### config.mk
export PLATFORM = sky130hd
export DESIGN_NAME = sensor_alarm_ctrl
export DESIGN_NICKNAME = d
export VERILOG_FILES = /design/src/rtl/sensor_alarm_ctrl.sv
export SDC_FILE = /design/constraint.sdc
export NUM_CORES = 1
export LEC_CHECK = 0
export BUFFER_PORTS_ARGS = -buffer_cell sky130_fd_sc_hd__buf_2
export CAP_MARGIN = 20
export CORE_MARGIN = 5
export CORE_UTILIZATION = 47
export CTS_CLUSTER_SIZE = 14
export DETAILED_ROUTE_END_ITERATION = 7
export GPL_TIMING_DRIVEN = 0
export PLACE_DENSITY = 0.68
export SLEW_MARGIN = 0
export SYNTH_ARGS = -nofsm -noshare
export SYNTH_HDL_FRONTEND = slang
export SYNTH_SLANG_ARGS = --single-unit
### constraint.sdc
create_clock -name clk -period 2.1 [get_ports clk]
set_input_delay 0.315 -clock clk [delete_from_list [all_inputs] [get_ports clk]]
set_output_delay 0.315 -clock clk [all_outputs]
set_load 0.02 [all_outputs]
### src/rtl/sensor_alarm_ctrl.sv
// N-channel sensor alarm: lowest-index sensor is debounced over DEBOUNCE samples,
// then drives a one-hot buzzer for HOLD cycles (or until ack when latched).
module sensor_alarm_ctrl #(
    parameter int N_CH     = 4,
    parameter int DEBOUNCE = 7,
    parameter int HOLD     = 31,
    localparam int CH_W    = (N_CH > 1) ? $clog2(N_CH) : 1
) (
    input  logic            clk,
    input  logic            rst,
    input  logic            en,
    input  logic [N_CH-1:0] sensor,
    input  logic            latch_mode,
    input  logic            ack,
    input  logic            clr_hits,
    output logic [N_CH-1:0] buzzer,
    output logic [CH_W-1:0] alarm_ch,
    output logic            busy,
    output logic [N_CH-1:0] hit
);

    localparam int DBC_W  = $clog2(DEBOUNCE + 1);
    localparam int HOLD_W = $clog2(HOLD + 1);
    localparam logic [DBC_W-1:0]  DBC_MAX  = DBC_W'(DEBOUNCE);
    localparam logic [HOLD_W-1:0] HOLD_MAX = HOLD_W'(HOLD);

    typedef enum logic [1:0] {
        IDLE  = 2'd0,
        QUAL  = 2'd1,
        ALARM = 2'd2
    } state_t;

    state_t            state, state_nx;
    logic [CH_W-1:0]   cand, cand_nx;
    logic [DBC_W-1:0]  dbc, dbc_nx;
    logic [HOLD_W-1:0] hold_cnt, hold_nx;
    logic [N_CH-1:0]   buzzer_nx, hit_nx;
    logic              latched, latched_nx;
    logic [CH_W-1:0]   win;
    logic              none;
    logic              fire;

    function automatic logic [N_CH-1:0] onehot(input logic [CH_W-1:0] idx);
        logic [N_CH-1:0] r;
        r      = '0;
        r[idx] = 1'b1;
        return r;
    endfunction

    always_comb begin
        win = '0;
        for (int i = N_CH - 1; i >= 0; i--) begin
            if (sensor[i]) win = CH_W'(i);
        end
    end

    assign none = ~|sensor;

    always_comb begin
        state_nx   = state;
        cand_nx    = cand;
        dbc_nx     = dbc;
        hold_nx    = hold_cnt;
        buzzer_nx  = buzzer;
        latched_nx = latched;
        hit_nx     = clr_hits ? '0 : hit;
        fire       = 1'b0;
        case (state)
            IDLE: begin
                if (!none) begin
                    cand_nx = win;
                    dbc_nx  = DBC_W'(1);
                    if (DEBOUNCE == 1) fire = 1'b1;
                    else               state_nx = QUAL;
                end
            end
            QUAL: begin
                if (none) begin
                    state_nx = IDLE;
                    dbc_nx   = '0;
                end else if (win != cand) begin
                    cand_nx = win;
                    dbc_nx  = DBC_W'(1);
                end else begin
                    dbc_nx = dbc + DBC_W'(1);
                    if (dbc_nx == DBC_MAX) fire = 1'b1;
                end
            end
            ALARM: begin
                // Sensors are ignored here; ack beats hold expiry.
                if (ack || (hold_cnt == HOLD_MAX && !latched)) begin
                    state_nx  = IDLE;
                    buzzer_nx = '0;
                    dbc_nx    = '0;
                    hold_nx   = '0;
                end else if (hold_cnt < HOLD_MAX) begin
                    hold_nx = hold_cnt + HOLD_W'(1);
                end
            end
            default: state_nx = IDLE;
        endcase
        // Alarm entry; the hit set wins over a simultaneous clr_hits.
        if (fire) begin
            state_nx        = ALARM;
            buzzer_nx       = onehot(cand_nx);
            hold_nx         = HOLD_W'(1);
            latched_nx      = latch_mode;
            hit_nx[cand_nx] = 1'b1;
        end
    end

    always_ff @(posedge clk) begin
        if (rst) begin
            state    <= IDLE;
            cand     <= '0;
            dbc      <= '0;
            hold_cnt <= '0;
            buzzer   <= '0;
            hit      <= '0;
            latched  <= 1'b0;
        end else if (en) begin
            state    <= state_nx;
            cand     <= cand_nx;
            dbc      <= dbc_nx;
            hold_cnt <= hold_nx;
            buzzer   <= buzzer_nx;
            hit      <= hit_nx;
            latched  <= latched_nx;
        end
    end

    assign alarm_ch = cand;
    assign busy     = (state != IDLE);

endmodule

==> impl_metrics.toml, run 1 <==
[pwr]
p_per_area_nw_per_um2 = 508
p_leak_uw = 0.000572
vdd_drop_max_v = 0.000537
power_switching_uw = 214
power.internal_uw = 530
finalPower_uw = 744
swShare_pct = 28.8
pwr-share-comb_pct = 18.1
pwr-share-seq_pct = 55.5
clkPwrFrac_pct = 26.4

[final_layout]
nNetsFinal = 197
fillers = 271
fin_cells = 209
fin_area_sq_um = 1470
antenna-diode-count = 0
syn_to_final_growth_pct = 14.2
layout-drive-gt1-share_pct = 20.2

[drt]
vias_per_cell = 6.08
first_pass_iters = 4
wl_per_cell_microns = 15.1
via_count = 1271
drc_errors = 0
drt-initial-drc-count = 60
drt_wl_total_microns = 3160
final_antenna_net_count = 0

[placed_design]
placed_area_sq_um = 1420
place.gp.congestion = 0.908
place_ws_ns = 0.144
hpwl_microns = 2390
numPortBuffers = 19
place_inst = 205

[sta]
skew_ns = 0.00190
fmax_mhz = 511
setup_viol = 0
slew-limit-headroom_pct = 58.1
setup_slack_ns = 0.142
worst_pin_slew_ns = 0.626
period_minus_slack_ns = 1.96
slew_violations = 0
period_share_pct = 93.2
hold_violations = 0

[clocking]
cts_buffers = 3
cts_buffer_depth = 2
cts_root_buffer = "clkbuf_4"
clk_pin_slew_worst_paths_ns = 0.12
htree_num_levels = 1
cts_hold_buffers = 0
clock_latency_ns = 0.30
clock_sinks = 21
tritoncts = "done"

[global_routing]
grt_util_met2_pct = 30.1
met1_usage_pct = 20.9
grt_pass1_vias = 1219
grt_usage_pct = 16.9
grt_pass1_wl_microns = 5560
grt_max_degree = 12
top_usage_layer = "met2"
antenna_found_initial = 0
overflow = 0
grtUsageMet3_pct = 3.78

[status]
status = "completed"

[worst_setup_path]
start_kind = "flop"
crit_required_ns = 2.32
cp.arrival_ns = 2.18
critical_path.max_fanout = 6
crit_type = "flop to flop"
end_kind = "flop"

[synthesis]
ys_seq_elements = 21
synth_edf_count = 0
async_flop_share_pct = 0
yosysTopAreaCell = "dfxtp_1"
yosysMostFrequentCell = "dfxtp_1"
synth_area_sq_um = 1280
synth_top_area_share_pct = 32.8
synth_common_cells = "dfxtp_1 (21), nand2_1 (16), a21oi_1 (15), nor2_1 (12), ha_1 (8)"
synth-main-ff-cell = "dfxtp_1"
ys_types = 46
syn-num-nets = 173
synth_warnings = 0
synth.avg_cell_area_sq_um = 8.27
synth_area_leaders = "dfxtp_1 (33%), ha_1 (7.8%), a21oi_1 (5.9%)"
syn-instance-count = 155
ys_seq_area_share_pct = 32.8

[floorplan]
die_h_microns = 62.2
coreArea_sq_um = 2690
fp.dieArea_sq_um = 3870
die_w_microns = 62.2
num_rows = 19
initial_core_util_pct = 47.7
ioPinCount = 21

[job]
maxCapViolations = 0

[min_path]
hold_class = "input pin to flop"
-- kinds of logic after synthesis --
family / after synthesis / share of synthesized area (%)
simple gates: 65 / 28.4
compound gates: 46 / 24.7
buf+inv: 12 / 4.10
xor+xnor: 1 / 0.683
mux: 2 / 1.56
flops: 21 / 32.8
fa+ha+maj: 8 / 7.81
-- power groups by stage --
stage	clock [uW]	combinational (uW)	sequential [uW]
after floorplan	0	86.3	424
after detailed placement	0	128	423
after global routing	228	148	414
after global placement	0	125	422
after CTS	205	129	414
final	197	135	413
-- cell type report --
| class | count | area, sq um | area share [%] |
|---|---|---|---|
| sequential | 21 | 424 | 28.9 |
| clock buffer | 4 | 26.3 | 1.79 |
| multi-input combinational | 122 | 828 | 56.5 |
| tap | 31 | 38.8 | 2.65 |
| buffer | 5 | 26.3 | 1.79 |
| timing repair buffer | 19 | 95.1 | 6.49 |
| inverter | 7 | 26.3 | 1.79 |
-- stage by stage --
step	utilization (%)	setup TNS, ns	hold slack, ns
detailed placement	52.7	0	0.447
global route	54.5	-0.000709	0.227
floorplan	-	0	0.406
CTS	53.7	0	0.226
finish	54.5	0	0.235
global placement	52.7	0	0.435
-- per-layer routing --
layer | wire length (microns) | vias to the layer above
li1 | - | 623
met1 | 1420 | 597
met2 | 1560 | 45
met3 | 141 | 6
met4 | 38 | 0
met5 | 0 | -
-- sequential cells by signal, indices dropped and copies added (netlist names) --
| name | flops |
|---|---|
| hit | 4 |
| buzzer | 4 |
| latched | 1 |
| dbc | 3 |
| hold_cnt | 5 |
| alarm_ch | 2 |
| state | 2 |
-- worst max-delay path, stage by stage, from the launching register on --
cell	delay (ns)
dfxtp_4	0.38
ha_2	0.20
and3_1	0.18
ha_1	0.18
nand2b_1	0.11
nand2_1	0.16
or3_1	0.41
o31ai_1	0.25
-- what timing repair did --
action	CTS	global route
hold endpoints to repair	0	0
setup endpoints to repair	0	4
gates resized for setup	0	7
setup buffers	0	0
-- final timing paths --
path | start | to | slack (ns) | cells after the start
worst min register to register | hit[2]$_SDFFE_PP0P_ | hit[2]$_SDFFE_PP0P_ | 0.46 | 2
worst max register to register | hold_cnt[0]$_SDFFE_PP0P_ | hold_cnt[4]$_SDFFE_PP0P_ | 0.14 | 7
worst max-delay path | hold_cnt[0]$_SDFFE_PP0P_ | hold_cnt[4]$_SDFFE_PP0P_ | 0.14 | 7
worst min-delay path | latch_mode | latched$_SDFFE_PP0P_ | 0.24 | 3
-- layout by cell type (no fill, tap or decap), types with 2 or more instances in the layout --
cell type  instances
dfxtp_1           20
nand4b_1           4
a31oi_1            4
o22ai_1            2
a21oi_2            2
o21ai_0            4
nand3_1            6
mux2i_1            2
clkbuf_4           3
nand4_1            3
nand3b_1           3
a211oi_1           4
a21oi_1           14
nand2_1           16
ha_1               7
and3_1             2
nor2_1            12
nand2b_1           5
o31ai_1            3
clkbuf_1           5
buf_2             19
or3_1              2
inv_1              7
Note: power is estimated with default switching activity, not from simulation.
==> run 2: changes to the inputs <==
- CELL_PAD_IN_SITES_DETAIL_PLACEMENT: unset -> 0
- CELL_PAD_IN_SITES_GLOBAL_PLACEMENT: unset -> 1
- CORE_UTILIZATION: 47 -> 41
- PLACE_DENSITY: 0.68 -> 0.84
==> impl_metrics.toml, run 2 (synthesis results as in run 1) <==
[global_routing]
antenna_found_initial = 0
overflow = 0
grt_pass1_wl_microns = 5470
grt_pass1_vias = 1218
grt_usage_pct = 16.0
grt_max_degree = 13

[floorplan]
ioPinCount = 21
coreArea_sq_um = 3030
fp.dieArea_sq_um = 4350
die_h_microns = 65.9
die_w_microns = 65.9
initial_core_util_pct = 42.4
num_rows = 20

[sta]
holdWs_ns = 0.236
period_minus_slack_ns = 1.96
slew-limit-headroom_pct = 64.1
skew_ns = 0.00440
tns_ns = 0
period_share_pct = 93.1
slew_violations = 0
rsz0062_at_grt = "no"
fmax_mhz = 511
hold_violations = 0
worst_pin_slew_ns = 0.538
setup_viol = 0

[drt]
drc_errors = 0
via_count = 1263
first_pass_iters = 4
drt_wl_total_microns = 3280
drt-initial-drc-count = 105
wl_per_cell_microns = 14.7
vias_per_cell = 5.66
final_antenna_net_count = 0

[placed_design]
place.gp.congestion = 0.851
place_inst = 218
numPortBuffers = 19
hpwl_microns = 2450
placed_area_sq_um = 1430

[worst_setup_path]
cp.arrival_ns = 2.19
rr_startpoint = "hold_cnt[0]$_SDFFE_PP0P_"
crit_required_ns = 2.33
crit_type = "flop to flop"
end_kind = "flop"
critical_path.max_fanout = 6
ff2ff_setup_slack_ns = 0.14
reg2reg_to = "hold_cnt[4]$_SDFFE_PP0P_"
start_kind = "flop"
rr_worst_depth = 7

[job]
maxCapViolations = 0

[min_path]
holdCritStartpoint = "latch_mode"
hold_class = "input pin to flop"
hold_path_end = "latched$_SDFFE_PP0P_"
whs_path_depth = 3

[final_layout]
layout-drive-gt1-share_pct = 19.6
largest_reg_flops = 5
layout.cells.most_common = "dfxtp_1"
fin_area_sq_um = 1480
fillers = 316
reg_top3 = "hold_cnt: 5 flops, buzzer: 4 flops, hit: 4 flops"
mostFrequentLayoutCells = "dfxtp_1 (20), buf_2 (19), nand2_1 (16)"
largest-register = "hold_cnt"
antenna-diode-count = 0
nNetsFinal = 198
fin_cells = 223
syn_to_final_growth_pct = 15.0

[clocking]
htree_num_levels = 1
cts_buffer_depth = 2
clock_latency_ns = 0.31
clock_sinks = 21
cts_buffers = 3
clk_pin_slew_worst_paths_ns = 0.12
cts_root_buffer = "clkbuf_4"
tritoncts = "done"
cts_hold_buffers = 0

[pwr]
p_leak_uw = 0.000582
finalPower_uw = 750
p_per_area_nw_per_um2 = 508
vdd_drop_max_v = 0.000264

[status]
status = "completed"
[run 2: cell count changes in the layout (fill, tap and decap cells not counted), sizes merged]
| cell | change |
|---|---|
| clkbuf | -1 |
| buf | +1 |
| clkinv | +1 |
[run 2: metrics by stage]
step,setup WS (ns),utilization [%]
after global routing,0.00317,48.7
after floorplan,0.340,-
final,0.144,48.7
after detailed placement,0.165,47.3
after CTS,0.124,48.2
after global placement,0.192,47.3
[run 2: report_power, final]
part / switching, uW / total (uW) / internal, uW
Clock: 130 / 202 / 71.2
Sequential: 9.36 / 414 / 405
Combinational: 80.8 / 134 / 53.0
Total: 220 / 750 / 529
[run 2: layout make-up]
cell class	count	area [sq um]	share of cell area, %
clock buffer	3	22.5	1.53
buffer	5	26.3	1.78
inverter	7	26.3	1.78
sequential	21	422	28.6
clock inverter	1	5.00	0.339
multi-input combinational	122	816	55.3
tap	44	55.1	3.73
timing repair buffer	20	103	6.96
[run 2: worst max-delay path, stage by stage, from the launching register on]
cell,delay [ns]
dfxtp_2,0.37
ha_1,0.23
and3_1,0.19
ha_1,0.17
nand2b_1,0.09
nand2_1,0.15
or3_1,0.41
o31ai_1,0.25
[run 2: what timing repair did]
action,4_1_cts,5_1_grt
setup buffers,0,1
endpoints found under the hold margin,0,0
endpoints found under the setup margin,0,5
gates resized for setup,0,2
[run 2: worst max path at each step]
stage	slack, ns	from	cells past startpoint	to
2_1_floorplan	0.34	hold_cnt[0]$_SDFFE_PP0P_	8	state[0]$_SDFFE_PP0P_
3_3_place_gp	0.19	hold_cnt[0]$_SDFFE_PP0P_	7	hold_cnt[4]$_SDFFE_PP0P_
3_5_place_dp	0.17	hold_cnt[0]$_SDFFE_PP0P_	7	hold_cnt[4]$_SDFFE_PP0P_
4_1_cts	0.12	hold_cnt[0]$_SDFFE_PP0P_	7	hold_cnt[4]$_SDFFE_PP0P_
5_1_grt	0.003	hold_cnt[1]$_SDFFE_PP0P_	7	dbc[0]$_SDFFE_PP0P_
6_report	0.14	hold_cnt[0]$_SDFFE_PP0P_	7	hold_cnt[4]$_SDFFE_PP0P_
[run 2: metal layers]
metal / part of all wire [%] / global-route usage, %
met1: 46 / 19.5
met2: 47 / 27.7
met3: 4.6 / 1.70
met4: 2.7 / 7.87
met5: 0 / 0
==> run 3: changes to the inputs <==
- MAX_ROUTING_LAYER: unset -> met4
==> impl_metrics.toml, run 3 (synthesis results as in run 1) <==
[worst_setup_path]
critical_path.max_fanout = 6
cp.arrival_ns = 2.19
end_kind = "flop"
crit_type = "flop to flop"
start_kind = "flop"
crit_required_ns = 2.33

[sta]
slew_violations = 0
tns_ns = 0
holdWs_ns = 0.238
rsz0062_at_grt = "no"
slew-limit-headroom_pct = 64.8
worst_pin_slew_ns = 0.529
period_share_pct = 93.1
fmax_mhz = 511
hold_violations = 0
setup_viol = 0
skew_ns = 0.00397
period_minus_slack_ns = 1.96

[floorplan]
num_rows = 20
die_w_microns = 65.9
ioPinCount = 21
die_h_microns = 65.9
fp.dieArea_sq_um = 4350
coreArea_sq_um = 3030
initial_core_util_pct = 42.4

[final_layout]
reg_top3 = "hold_cnt: 5 flops, buzzer: 4 flops, hit: 4 flops"
nNetsFinal = 198
syn_to_final_growth_pct = 15.0
layout-drive-gt1-share_pct = 19.6
final_util_pct = 48.7
largest_reg_flops = 5
largest-register = "hold_cnt"
layout.cells.most_common = "dfxtp_1"
mostFrequentLayoutCells = "dfxtp_1 (20), buf_2 (19), nand2_1 (16)"
antenna-diode-count = 0

[global_routing]
antenna_found_initial = 0
grt_usage_pct = 16.4
overflow = 0
grt_pass1_vias = 1220
grt_max_degree = 13
grt_pass1_wl_microns = 5470

[placed_design]
hpwl_microns = 2450
place.gp.congestion = 0.864
numPortBuffers = 19

[clocking]
clk_pin_slew_worst_paths_ns = 0.12
cts_buffer_depth = 2
htree_num_levels = 1
clock_latency_ns = 0.31
clock_sinks = 21
cts_buffers = 3
cts_hold_buffers = 0
cts_root_buffer = "clkbuf_4"
tritoncts = "done"

[drt]
via_count = 1266
first_pass_iters = 4
wl_per_cell_microns = 14.6
final_antenna_net_count = 0
drt_wl_total_microns = 3260
drt-initial-drc-count = 104
drc_errors = 0
vias_per_cell = 5.68

[job]
maxCapViolations = 0

[pwr]
p_leak_uw = 0.000582
vdd_drop_max_v = 0.000264
p_per_area_nw_per_um2 = 507

[status]
status = "completed"

[min_path]
hold_class = "input pin to flop"
## run 3: cell counts in the layout (fill, tap and decap cells not counted)
Identical to the previous run, type by type.
## run 3: where the power goes
part	total (uW)	internal, uW	switching, uW
Combinational	133	53.0	80.4
Clock	201	71.2	130
Sequential	414	405	9.27
## run 3: layout make-up
type	instances	area [sq um]
buffer	5	26.3
clock buffer	3	22.5
clock inverter	1	5.00
fill	316	1550
inverter	7	26.3
multi-input combinational	122	816
sequential	21	422
tap	44	55.1
timing repair buffer	20	103
## run 3: stage by stage
| step | cell area (sq um) | worst slack (ns) | cells | total power, uW |
|---|---|---|---|---|
| global route | 1480 | 0.00317 | 223 | 791 |
| finish | 1480 | 0.144 | 223 | 749 |
| detailed placement | 1430 | 0.165 | 218 | 551 |
| CTS | 1460 | 0.124 | 222 | 754 |
| global placement | 1430 | 0.192 | 218 | 548 |
| floorplan | 1280 | 0.340 | 155 | 510 |
## run 3: worst paths after layout
path	start	to	slack [ns]	depth (start not counted)
worst min-delay path	latch_mode	latched$_SDFFE_PP0P_	0.24	3
worst max-delay path	hold_cnt[0]$_SDFFE_PP0P_	hold_cnt[4]$_SDFFE_PP0P_	0.14	7
worst min register to register	latched$_SDFFE_PP0P_	latched$_SDFFE_PP0P_	0.46	2
worst max register to register	hold_cnt[0]$_SDFFE_PP0P_	hold_cnt[4]$_SDFFE_PP0P_	0.14	7
## run 3: per-layer routing
metal  global-route usage (%)  part of all wire, %
met5                        -                    0
met4                     7.87                  2.6
met3                     1.70                  4.8
met2                     27.7                   48
met1                     19.5                   45
## run 3: worst max-delay path: stages (launching register included)
cell and delay, ns:
dfxtp_2 0.37, ha_1 0.23, and3_1 0.19, ha_1 0.18
nand2b_1 0.09, nand2_1 0.15, or3_1 0.41, o31ai_1 0.25
## run 3: timing repair
action                                  CTS  global route
setup buffers                             0             1
endpoints found under the setup margin    0             5
resized for setup                         0             2
